$ cat src/rtl/pll_lock_supervisor.sv
// -----------------------------------------------------------------------------
// pll_lock_supervisor
//
// Lock supervisor and reset sequencer for a chain of PLLs. It synchronises the
// raw lock flags and holds the PLL chain in reset, retrying after a timeout. It
// qualifies lock over a stability window, then releases the downstream resets
// in staggered index order. Any lock loss after release restarts the whole
// sequence and is counted.
//
// Ports
//   clk_pin      in   board oscillator clock (sole clock)
//   rst_n        in   asynchronous active-low reset
//   locked_in    in   [NUM_PLL] raw PLL lock flags, asynchronous to clk_pin
//   clear_count  in   synchronous clear of loss_count
//   pll_rst      out  active-high reset request to the PLL chain
//   rst_n_out    out  [NUM_RST] active-low domain resets, bit 0 released first
//   all_locked   out  registered AND of the synchronised lock flags
//   ready        out  all resets released, state RUN
//   loss_count   out  [CNT_W] saturating count of losses in RELEASE/RUN
//   state        out  0 PLL_RESET, 1 WAIT_LOCK, 2 STABLE, 3 RELEASE, 4 RUN
// -----------------------------------------------------------------------------
module pll_lock_supervisor #(
    parameter int unsigned NUM_PLL        = 2,
    parameter int unsigned NUM_RST        = 3,
    parameter int unsigned SYNC_STAGES    = 2,
    parameter int unsigned PLL_RST_CYCLES = 16,
    parameter int unsigned TIMEOUT_CYCLES = 65536,
    parameter int unsigned STABLE_CYCLES  = 1024,
    parameter int unsigned STAGGER_CYCLES = 8,
    parameter int unsigned CNT_W          = 8
) (
    input  logic               clk_pin,
    input  logic               rst_n,
    input  logic [NUM_PLL-1:0] locked_in,
    input  logic               clear_count,
    output logic               pll_rst,
    output logic [NUM_RST-1:0] rst_n_out,
    output logic               all_locked,
    output logic               ready,
    output logic [CNT_W-1:0]   loss_count,
    output logic [2:0]         state
);

    localparam logic [2:0] S_PLL_RESET = 3'd0;
    localparam logic [2:0] S_WAIT_LOCK = 3'd1;
    localparam logic [2:0] S_STABLE    = 3'd2;
    localparam logic [2:0] S_RELEASE   = 3'd3;
    localparam logic [2:0] S_RUN       = 3'd4;

    // One shared counter serves every state, so it is sized for the longest.
    localparam int unsigned MAX_A   = (PLL_RST_CYCLES > TIMEOUT_CYCLES) ? PLL_RST_CYCLES : TIMEOUT_CYCLES;
    localparam int unsigned MAX_B   = (STABLE_CYCLES > STAGGER_CYCLES) ? STABLE_CYCLES : STAGGER_CYCLES;
    localparam int unsigned CNT_MAX = (MAX_A > MAX_B) ? MAX_A : MAX_B;
    localparam int unsigned CW      = $clog2(CNT_MAX + 1);

    logic [SYNC_STAGES-1:0][NUM_PLL-1:0] r_sync;
    logic                                r_all_locked;
    logic [2:0]                          r_state;
    logic [CW-1:0]                       r_cnt;
    logic                                r_pll_rst;
    logic [NUM_RST-1:0]                  r_rst_n;
    logic                                r_ready;
    logic [CNT_W-1:0]                    r_loss;

    logic [NUM_RST-1:0]                  w_rst_next;
    logic                                w_all_rel;
    logic                                w_loss;

    // Lock synchronisers and registered AND.
    always_ff @(posedge clk_pin or negedge rst_n) begin
        if (!rst_n) begin
            r_sync       <= '0;
            r_all_locked <= 1'b0;
        end else begin
            r_sync       <= {r_sync[SYNC_STAGES-2:0], locked_in};
            r_all_locked <= &r_sync[SYNC_STAGES-1];
        end
    end

    // Releases happen strictly in index order, so the next release pattern is
    // the current one shifted up with a 1 entering at bit 0.
    always_comb begin
        w_rst_next    = '0;
        w_rst_next[0] = 1'b1;
        for (int unsigned i = 1; i < NUM_RST; i++) begin
            w_rst_next[i] = r_rst_n[i-1];
        end
        w_all_rel = &w_rst_next;
    end

    assign w_loss = ((r_state == S_RELEASE) || (r_state == S_RUN)) && !r_all_locked;

    always_ff @(posedge clk_pin or negedge rst_n) begin
        if (!rst_n) begin
            r_state   <= S_PLL_RESET;
            r_cnt     <= '0;
            r_pll_rst <= 1'b1;
            r_rst_n   <= '0;
            r_ready   <= 1'b0;
        end else begin
            case (r_state)
                S_PLL_RESET: begin
                    r_pll_rst <= 1'b1;
                    r_rst_n   <= '0;
                    r_ready   <= 1'b0;
                    if (r_cnt == CW'(PLL_RST_CYCLES - 1)) begin
                        r_state   <= S_WAIT_LOCK;
                        r_cnt     <= '0;
                        r_pll_rst <= 1'b0;
                    end else begin
                        r_cnt <= r_cnt + 1'b1;
                    end
                end
                S_WAIT_LOCK: begin
                    if (r_all_locked) begin
                        r_state <= S_STABLE;
                        r_cnt   <= '0;
                    end else if (r_cnt == CW'(TIMEOUT_CYCLES - 1)) begin
                        r_state   <= S_PLL_RESET;
                        r_cnt     <= '0;
                        r_pll_rst <= 1'b1;
                    end else begin
                        r_cnt <= r_cnt + 1'b1;
                    end
                end
                S_STABLE: begin
                    if (!r_all_locked) begin
                        r_state <= S_WAIT_LOCK;
                        r_cnt   <= '0;
                    end else if (r_cnt == CW'(STABLE_CYCLES - 1)) begin
                        r_cnt   <= '0;
                        r_rst_n <= w_rst_next;
                        // With a single reset output RELEASE is skipped.
                        if (w_all_rel) begin
                            r_state <= S_RUN;
                            r_ready <= 1'b1;
                        end else begin
                            r_state <= S_RELEASE;
                        end
                    end else begin
                        r_cnt <= r_cnt + 1'b1;
                    end
                end
                S_RELEASE: begin
                    if (!r_all_locked) begin
                        r_state   <= S_PLL_RESET;
                        r_cnt     <= '0;
                        r_pll_rst <= 1'b1;
                        r_rst_n   <= '0;
                        r_ready   <= 1'b0;
                    end else if (r_cnt == CW'(STAGGER_CYCLES - 1)) begin
                        r_cnt   <= '0;
                        r_rst_n <= w_rst_next;
                        if (w_all_rel) begin
                            r_state <= S_RUN;
                            r_ready <= 1'b1;
                        end
                    end else begin
                        r_cnt <= r_cnt + 1'b1;
                    end
                end
                S_RUN: begin
                    if (!r_all_locked) begin
                        r_state   <= S_PLL_RESET;
                        r_cnt     <= '0;
                        r_pll_rst <= 1'b1;
                        r_rst_n   <= '0;
                        r_ready   <= 1'b0;
                    end
                end
                default: begin
                    r_state   <= S_PLL_RESET;
                    r_cnt     <= '0;
                    r_pll_rst <= 1'b1;
                    r_rst_n   <= '0;
                    r_ready   <= 1'b0;
                end
            endcase
        end
    end

    // Loss counter: a clear coinciding with a loss leaves exactly that loss.
    always_ff @(posedge clk_pin or negedge rst_n) begin
        if (!rst_n) begin
            r_loss <= '0;
        end else if (clear_count) begin
            r_loss <= w_loss ? CNT_W'(1) : '0;
        end else if (w_loss && (r_loss != '1)) begin
            r_loss <= r_loss + 1'b1;
        end
    end

    assign pll_rst    = r_pll_rst;
    assign rst_n_out  = r_rst_n;
    assign all_locked = r_all_locked;
    assign ready      = r_ready;
    assign loss_count = r_loss;
    assign state      = r_state;

endmodule

$ cat config.mk
export PLATFORM = sky130hd
export DESIGN_NAME = pll_lock_supervisor
export DESIGN_NICKNAME = d
export VERILOG_FILES = /design/src/rtl/pll_lock_supervisor.sv
export SDC_FILE = /design/constraint.sdc
export NUM_CORES = 1
export LEC_CHECK = 0
export CAP_MARGIN = 20
export CORE_ASPECT_RATIO = 0.8
export CORE_MARGIN = 5
export CORE_UTILIZATION = 60
export DETAILED_ROUTE_END_ITERATION = 16
export GPL_TIMING_DRIVEN = 0
export PLACE_DENSITY = 0.84
export SKIP_LAST_GASP = 1
export SYNTH_ARGS = -nofsm -noshare
export SYNTH_HDL_FRONTEND = slang
export SYNTH_SLANG_ARGS = --single-unit
$ cat constraint.sdc
create_clock -name clk_pin -period 7.9 [get_ports clk_pin]
set_input_delay 1.58 -clock clk_pin [delete_from_list [all_inputs] [get_ports clk_pin]]
set_output_delay 1.58 -clock clk_pin [all_outputs]
set_load 0.05 [all_outputs]
# ---- Yosys cells after proc, flatten, opt, wreduce, memory -nomap -nowiden
# Index checks and enable logic that the tools add are counted.
dict set report word_totals {
  input_bits 5
  output_inout_bits 17
  reg_bits 38
  word_cells 85
}
dict set report classes {
  mux 40
  bitwise_logic 2
  eq_ne 20
  n_reduce_logical 12
  n_addsub 2
}
# cell count
set ops {}
lappend ops {{17-bit two-way mux} 8}
lappend ops {{17-bit case mux with 5 select lines} 1}
lappend ops {{3-bit two-way mux} 14}
lappend ops {{17-bit by 1-bit adder with 17-bit output, second input constant} 1}
lappend ops {{17-bit by 10-bit == test with 1-bit output, second input constant} 1}
lappend ops {{17-bit by 16-bit == test with 1-bit output, second input constant} 1}
lappend ops {{17-bit by 3-bit == test with 1-bit output, second input constant} 1}
lappend ops {{17-bit by 4-bit == test with 1-bit output, second input constant} 1}
lappend ops {{8-bit two-way mux} 2}
lappend ops {{3-bit case mux with 5 select lines} 1}
lappend ops {{2-bit != test, second input constant} 7}
lappend ops {{3-bit case mux with 4 select lines} 1}
lappend ops {{1-bit two-way mux} 11}
lappend ops {{3-bit != test, second input constant} 3}
lappend ops {{8-bit by 1-bit adder with 8-bit output, second input constant} 1}
lappend ops {{8-bit != test, second input constant} 1}
lappend ops {{1-bit case mux with 4 select lines} 2}
lappend ops {{3-bit by 2-bit == test with 1-bit output, second input constant} 2}
lappend ops {{6-bit AND reduction} 1}
lappend ops {{5-bit AND reduction} 1}
lappend ops {{2-bit AND reduction} 2}
lappend ops {{4-bit AND reduction} 1}
lappend ops {{3-bit by 1-bit == test with 1-bit output, second input constant} 1}
lappend ops {{3-bit == test, second input constant} 1}
lappend ops {{other kinds (8)} 10}

# ---- Longest topological paths before layout
# Gate-level depths: netlist of the first run.
dict set report depth {
  word_depth 6
  depth_mapped 14
  ltp_nobuf 13
}

# ---- Least setup slack after synthesis of the first run
# No wires, ideal clock.
dict set report synth_timing {
  path_type {register to register}
  startpoint {register r_cnt[0]}
  endpoint {register r_cnt[9]}
  path_slack_ns 5.218
  synth_period_minus_slack_ns 2.682
  setup_ns 0.077
  t_arrival_ns 2.605
  stages_incl_launch_ff 14
  n_path_buf 0
  required_time_ns 7.823
  path_cell_list {dfrtp_1 -> ha_1 -> and2_1 -> nand3_1 -> nor2_1 -> and3_1 -> nand3_1 -> inv_1 -> ha_1 -> nor4_2 -> inv_1 -> nand4_2 -> or3b_2 -> o21ai_1}
}
dict set report synth_between {
  elab_chain_cells 4
  elab_cells_between_ends 13
  cone_classes {add/sub: 1; eq/ne: 4; mux: 8}
}
# item line_no
set synth_lines {}
lappend synth_lines {{start: declaration} 59} ;# logic [CW-1:0] r_cnt;
lappend synth_lines {{start signal: assignment} 111} ;# r_cnt <= r_cnt + 1'b1;
lappend synth_lines {{start signal: assignment} 123} ;# r_cnt <= r_cnt + 1'b1;
lappend synth_lines {{start signal: assignment} 141} ;# r_cnt <= r_cnt + 1'b1;
lappend synth_lines {{17-bit by 1-bit adder with 17-bit output, or another cell as far along} --}
lappend synth_lines {{17-bit two-way mux (on tied branches)} {151, 118, 130}}
lappend synth_lines {{17-bit two-way mux (on tied branches)} {145, 115, 127}}
lappend synth_lines {{17-bit case mux with 5 select lines *} 101} ;# case (r_state)
# Every way passes the cells marked *; elsewhere a longest branch is shown, timed or not.
# A chain may end at the register's enable or synchronous reset.

# ---- Worst setup path after layout of the first run
dict set report layout_timing {
  startpoint {register r_cnt[0]}
  endpoint {register r_cnt[13]}
}
# Same word-level chain as after synthesis.

==> impl_metrics.toml, run 1 <==
[synthesis]
post-synth-top-count-cell = "dfrtp_1"
synth.top_cell.area_share_pct = 45.29
synth.avg_cell_area_um2 = 9.293
yosysTopAreaCell = "dfrtp_1"
ys_dominant_reg_cell = "dfrtp_1"
yosysWarnings = 0
synth_edf_count = 0
synth_cells = 220
synth_top_family_by_area = "simple AND/OR/NAND/NOR gates"
synthTopCellsByArea = "dfrtp_1 45%, nand2_1 5.1%, nor2_1 3.5%"
synthSimpleGateAreaFrac_pct = 26.99
ys_ff_latch = 38
yosys.area_share.xor_xnor_pct = 2.570
seq_area_frac_synth_pct = 46.57
async_flop_share_pct = 100.0
synthTopCellsByCount = "37 x dfrtp_1, 28 x nand2_1, 19 x nor2_1, 14 x o21ai_0, 10 x a21oi_1"
synth-adder-area-share_pct = 2.448
yosysUniqueCellTypes = 50
muxShareOfSynthArea_pct = 2.020
synth_compound_area_share_pct = 16.10
syn-num-nets = 229
syn_area_mm2 = 0.002044

[pwr]
power_frac_comb_pct = 40.4
clkPwrFrac_pct = 22.2
power_density_mw_per_mm2 = 263.4
p_leak_nw = 1.000
p_int_mw = 0.3695
switching_share_pct = 41.15
irDropWorstVdd_uv = 189.3
power.net_switching_mw = 0.2584
seqPwrFrac_pct = 37.4

[drt]
wirelength_um = 4655
highest_layer = "met4"
drtPass1Iterations = 5
drt_iter0_markers = 156
vias = 1781
drc = 0
wl_per_cell_um = 16.05
via_per_inst = 6.141
wl_met1_um = 2117
wl_met2_um = 2167
dr_wl_met3_um = 312
postRouteAntennaNets = 0

[clock_network]
clkTransAtPathRegs_ns = 0.08
postCtsHoldBufs = 0
clock_latency_ns = 0.30
post_cts_buffers = 0
clk_path_buf_depth = 2
cts_resized = 0
cts_tree = "built"
clock-sinks = 38
htree_levels = 2
cts_buffers = 5
root_buffer = "clkbuf_8"

[die]
floorplan.initialDensity_pct = 60.99
die_w_um = 75.27
io_pins = 22
fp.dieArea_mm2 = 0.004682
fp.dieH_um = 62.21
coreArea_mm2 = 0.003352
num_rows = 19

[sta]
setup_ws_ns = 4.653
fmax_ghz = 0.3079
fin_skew_ns = 0.01036
setup_violations = 0
tns_ns = 0
fin_crit_sh_pct = 41.11
rsz0062_at_grt = "false"
max_slew.worst_pin.slew_ns = 0.8256
slew_violations = 0
hold_violations = 0
period_minus_slack_ns = 3.247
hold_slack_ns = 0.3486
slew_headroom_pct = 44.54

[worst_hold_path]
worstHoldPathType = "reg -> reg"

[global_routing]
grt_max_degree = 39
grt_pass1_wl_um = 7914
grt.overflow.total = 0
gr-usage-all-layers_pct = 21.44
antenna_found_initial = 0
grt_pass1_vias = 1721

[placement]
place.gp.congestion = 0.8563
pre_cts_ws_ns = 4.728
portBuffers = 20
dp_hpwl_um = 3142
placed_area_mm2 = 0.002292

[worst_setup_path]
end_kind = "flop"
worst_ep_arrival_time_ns = 3.47
worst-setup-path-type = "reg -> reg"
cp_max_fo = 10
crit_path_start_kind = "flop"
required_ns = 8.13

[layout]
design_area_mm2 = 0.002384
area_delta_synth_final_pct = 16.59
layout-drive-gt1-share_pct = 8.871
nFillCells = 257
multi_input_area_mm2 = 0.001025
regArea_um2 = 952.2
diodes = 0
num-nets-final = 256
utilization_pct = 71.11

[run]
maxCapViolCount = 0

[outcome]
status = "finished clean"
-- worst max-delay path: stages, from the launching register on --
cell and delay, ns:
dfrtp_1 0.42, ha_1 0.25, and2_1 0.20, nand3_1 0.13, nor2_1 0.09, and3_1 0.20, nand3_1 0.13, inv_1 0.06
ha_1 0.20, nor4_2 0.41, inv_1 0.10, nand4_2 0.26, clkbuf_1 0.44, nand3_1 0.14, mux2i_1 0.15
-- area by class of cell --
cell class | count | area share [%]
clock inverters | 1 | 0.2100
multi-input cells | 165 | 42.99
clock buffers | 7 | 3.622
inverters | 8 | 1.260
well taps | 42 | 2.205
flip-flops and latches | 38 | 39.95
plain buffers | 9 | 1.575
repair buffers | 20 | 8.189
-- metal layers --
layer,track usage [%],vias to the layer above
met5,0,-
met4,6.332,0
met3,5.323,10
met2,31.96,55
met1,30.77,864
li1,-,852
-- state kept, by name, summed over array words and instances (netlist names) --
register,flops
r_cnt,17
loss_count,8
r_sync,4
rst_n_out,3
state,3
all_locked,1
pll_rst,1
ready,1
-- cell families (layout without fill, tap and decap cells) --
| kind of cell | after synthesis | count (layout) |
|---|---|---|
| AND/OR/NAND/NOR | 100 | 100 |
| adder cells (fa/ha/maj) | 4 | 4 |
| multiplexers | 4 | 4 |
| XOR/XNOR | 6 | 6 |
| flip-flops | 38 | 38 |
| AO/OA/AOI/OAI | 51 | 51 |
| buffers and inverters | 17 | 45 |
-- power groups by stage --
stage | registers [mW] | logic (mW) | clock network (mW)
6_report | 0.235 | 0.254 | 0.139
5_1_grt | 0.238 | 0.280 | 0.150
4_1_cts | 0.234 | 0.254 | 0.139
3_5_place_dp | 0.238 | 0.249 | 0
3_3_place_gp | 0.237 | 0.247 | 0
2_1_floorplan | 0.271 | 0.147 | 0
-- path summary, 6_finish.rpt --
kind	start	to	slack (ns)	depth (start not counted)
worst min register to register	r_sync[1]	r_sync[3]	0.35	0
min in group asynchronous	rst_n	r_sync[2]	1.38	1
worst min-delay path	r_sync[1]	r_sync[3]	0.35	0
worst max register to register	r_cnt[0]	r_cnt[13]	4.65	14
max in group asynchronous	rst_n	loss_count[2]	5.99	1
worst max-delay path	r_cnt[0]	r_cnt[13]	4.65	14
-- layout by cell type (no fill, tap or decap), types with 5 or more instances in the layout --
cell type / count
nand4_1: 8
inv_1: 8
nor3_1: 5
dfrtp_1: 37
clkbuf_8: 6
xor2_1: 5
and3_1: 7
clkdlybuf4s50_1: 19
clkbuf_1: 5
o21ai_1: 8
nand2_1: 28
nor2_1: 19
o21ai_0: 14
nand3_1: 8
a21oi_1: 10
-- per-stage QoR --
step	cells	total power [mW]
final	290	0.6279
after global routing	290	0.6679
after CTS	290	0.6267
after detailed placement	282	0.4874
after global placement	282	0.4840
after floorplan	220	0.4182
(Power assumes the default switching activity.)
==> run 2, diff against run 1 <==
--- a/config.mk
+++ b/config.mk
@@ -8,10 +8,10 @@
 export CAP_MARGIN = 20
 export CORE_ASPECT_RATIO = 0.8
 export CORE_MARGIN = 5
-export CORE_UTILIZATION = 60
+export CORE_UTILIZATION = 56
 export DETAILED_ROUTE_END_ITERATION = 16
 export GPL_TIMING_DRIVEN = 0
-export PLACE_DENSITY = 0.84
+export PLACE_DENSITY = 0.79
 export SKIP_LAST_GASP = 1
 export SYNTH_ARGS = -nofsm -noshare
 export SYNTH_HDL_FRONTEND = slang
==> constraint.sdc (replaced) <==
create_clock -name clk_pin -period 3.4 [get_ports clk_pin]
set_input_delay 0.68 -clock clk_pin [delete_from_list [all_inputs] [get_ports clk_pin]]
set_output_delay 0.68 -clock clk_pin [all_outputs]
set_load 0.05 [all_outputs]
==> run 2 against run 1 <==
  * Sequential power rose by 130%
  * Register-to-register slack lost 4.3 ns
  * Final cell count unchanged
  * Power is 140% higher
  * Maximum frequency grew 8.0%
  * Setup slack worse by 4.3 ns
  * Clock power rose to 2.7 times the previous value
  * Sequential cell count did not move
  * Critical path type unchanged
  * Largest cell class unchanged
  * Largest power group unchanged
==> impl_metrics.toml, run 2 (synthesis gave the netlist of run 1 again) <==
[outcome]
status = "finished clean"

[placement]
dp.cells = 282
place.gp.congestion = 0.8305
dp_hpwl_um = 3007
portBuffers = 20
placed_area_mm2 = 0.002292

[worst_setup_path]
cp_cell_sequence = "ha_1 -> and2_1 -> nand3_1 -> nor2_1 -> and3_1 -> nand3_1 -> inv_1 -> ha_1 -> nor4_2 -> inv_1 -> nand4_2 -> or3b_2 -> o21ai_1"
slowest_stage = "or3b_2"
crit_path_start_kind = "flop"
cp_max_fo = 9
rrSetupSlack_ns = 0.39
worst-setup-path-type = "reg -> reg"
worst_ep_arrival_time_ns = 3.23
path_buf_inv = 2
end_kind = "flop"
slowest_delay_ns = 0.46
required_ns = 3.62
critPathTopFamily = "simple AND/OR/NAND/NOR gates"

[clock_network]
cts_tree = "built"
root_buffer = "clkbuf_8"
htree_levels = 2
clock_latency_ns = 0.29
clock-sinks = 38
cts_buffers = 5
post_cts_buffers = 0
clkTransAtPathRegs_ns = 0.08
clk_path_buf_depth = 2

[drt]
via_per_inst = 5.866
drc = 0
wirelength_um = 4272
postRouteAntennaNets = 0
vias = 1701
drtPass1Iterations = 4
wl_per_cell_um = 14.73
drt_iter0_markers = 193

[layout]
layout-drive-gt1-share_pct = 9.677
layout_common_cells = "37 x dfrtp_1, 28 x nand2_1, 19 x nor2_1, 19 x clkdlybuf4s50_1, 14 x o21ai_0"
largest_reg_flops = 17
design_area_mm2 = 0.002402
nFillCells = 282
utilization_pct = 69.21
area_delta_synth_final_pct = 17.50
fin_cells = 290
diodes = 0
num-nets-final = 256
final_common_cell = "dfrtp_1"
regMostFlops = "r_cnt"

[pwr]
irDropWorstVdd_uv = 439.8
power_density_mw_per_mm2 = 627.8
p_leak_nw = 1.013
power.total_mw = 1.508

[die]
die_w_um = 77.56
floorplan.initialDensity_pct = 58.90
fp.dieH_um = 64.04
fp.dieArea_mm2 = 0.004967
num_rows = 19
coreArea_mm2 = 0.003471
io_pins = 22

[worst_hold_path]
worstHoldPathType = "reg -> reg"

[sta]
fmax_ghz = 0.3325
setup_violations = 0
fin_skew_ns = 0.003834
hold_violations = 0
max_slew.worst_pin.slew_ns = 0.8154
rsz0062_at_grt = "false"
period_minus_slack_ns = 3.008
tns_ns = 0
fin_crit_sh_pct = 88.46
slew_violations = 0
slew_headroom_pct = 45.22

[run]
maxCapViolCount = 0

[global_routing]
grt_max_degree = 39
grt_pass1_wl_um = 7438
grt.overflow.total = 0
grt_pass1_vias = 1626
antenna_found_initial = 0
gr-usage-all-layers_pct = 18.59
-- run 2: cell type report --
type	instances	area, um^2	area share [%]
multi-input cells	165	1025	42.66
plain buffers	9	38.79	1.615
clock buffers	5	68.82	2.865
inverters	8	30.03	1.250
clock inverters	3	40.04	1.667
repair buffers	20	195.2	8.125
flip-flops and latches	38	952.2	39.64
well taps	42	52.55	2.188
-- run 2: what timing repair did --
action,4_1_cts,5_1_grt
hold buffers,0,0
setup endpoints to repair,0,4
endpoints found under the hold margin,0,0
resized for setup,0,2
-- run 2: worst reg2reg max path, cell delays in order, from the launching register on --
cell,delay [ns]
dfrtp_1,0.41
ha_1,0.24
and2_1,0.21
nand3_1,0.12
nor2_1,0.08
and3_1,0.19
nand3_1,0.11
inv_1,0.05
ha_1,0.20
nor4_2,0.40
inv_1,0.11
nand4_2,0.25
or3b_2,0.47
o21ai_1,0.09
-- run 2: through the flow --
step	hold slack [ns]	worst slack (ns)
CTS	0.3515	0.2131
floorplan	0.3312	0.7179
detailed placement	0.3347	0.2439
global route	0.3593	0.1015
finish	0.3504	0.3924
global placement	0.3313	0.2230
-- run 2: path summary, 6_finish.rpt --
check	depth (start not counted)	endpoint	from
worst max register to register	13	r_cnt[9]	r_cnt[0]
worst max-delay path	13	r_cnt[9]	r_cnt[0]
worst min register to register	0	r_sync[3]	r_sync[1]
min in group asynchronous	1	rst_n_out[2]	rst_n
worst min-delay path	0	r_sync[3]	r_sync[1]
max in group asynchronous	1	r_cnt[4]	rst_n
-- run 2: power breakdown --
group	internal, mW	switching, mW	leakage (nW)
Combinational	0.200	0.387	0.446
Sequential	0.497	0.0478	0.509
Clock	0.216	0.160	0.0579
Total	0.913	0.596	1.01
-- run 2: metal layers --
metal	vias to the layer above	global-route usage [%]	share of wire, %
met5	-	0	0
met4	0	6.652	1.4
met3	6	3.933	4.8
met2	39	28.15	45
met1	803	26.43	49
li1	853	-	-
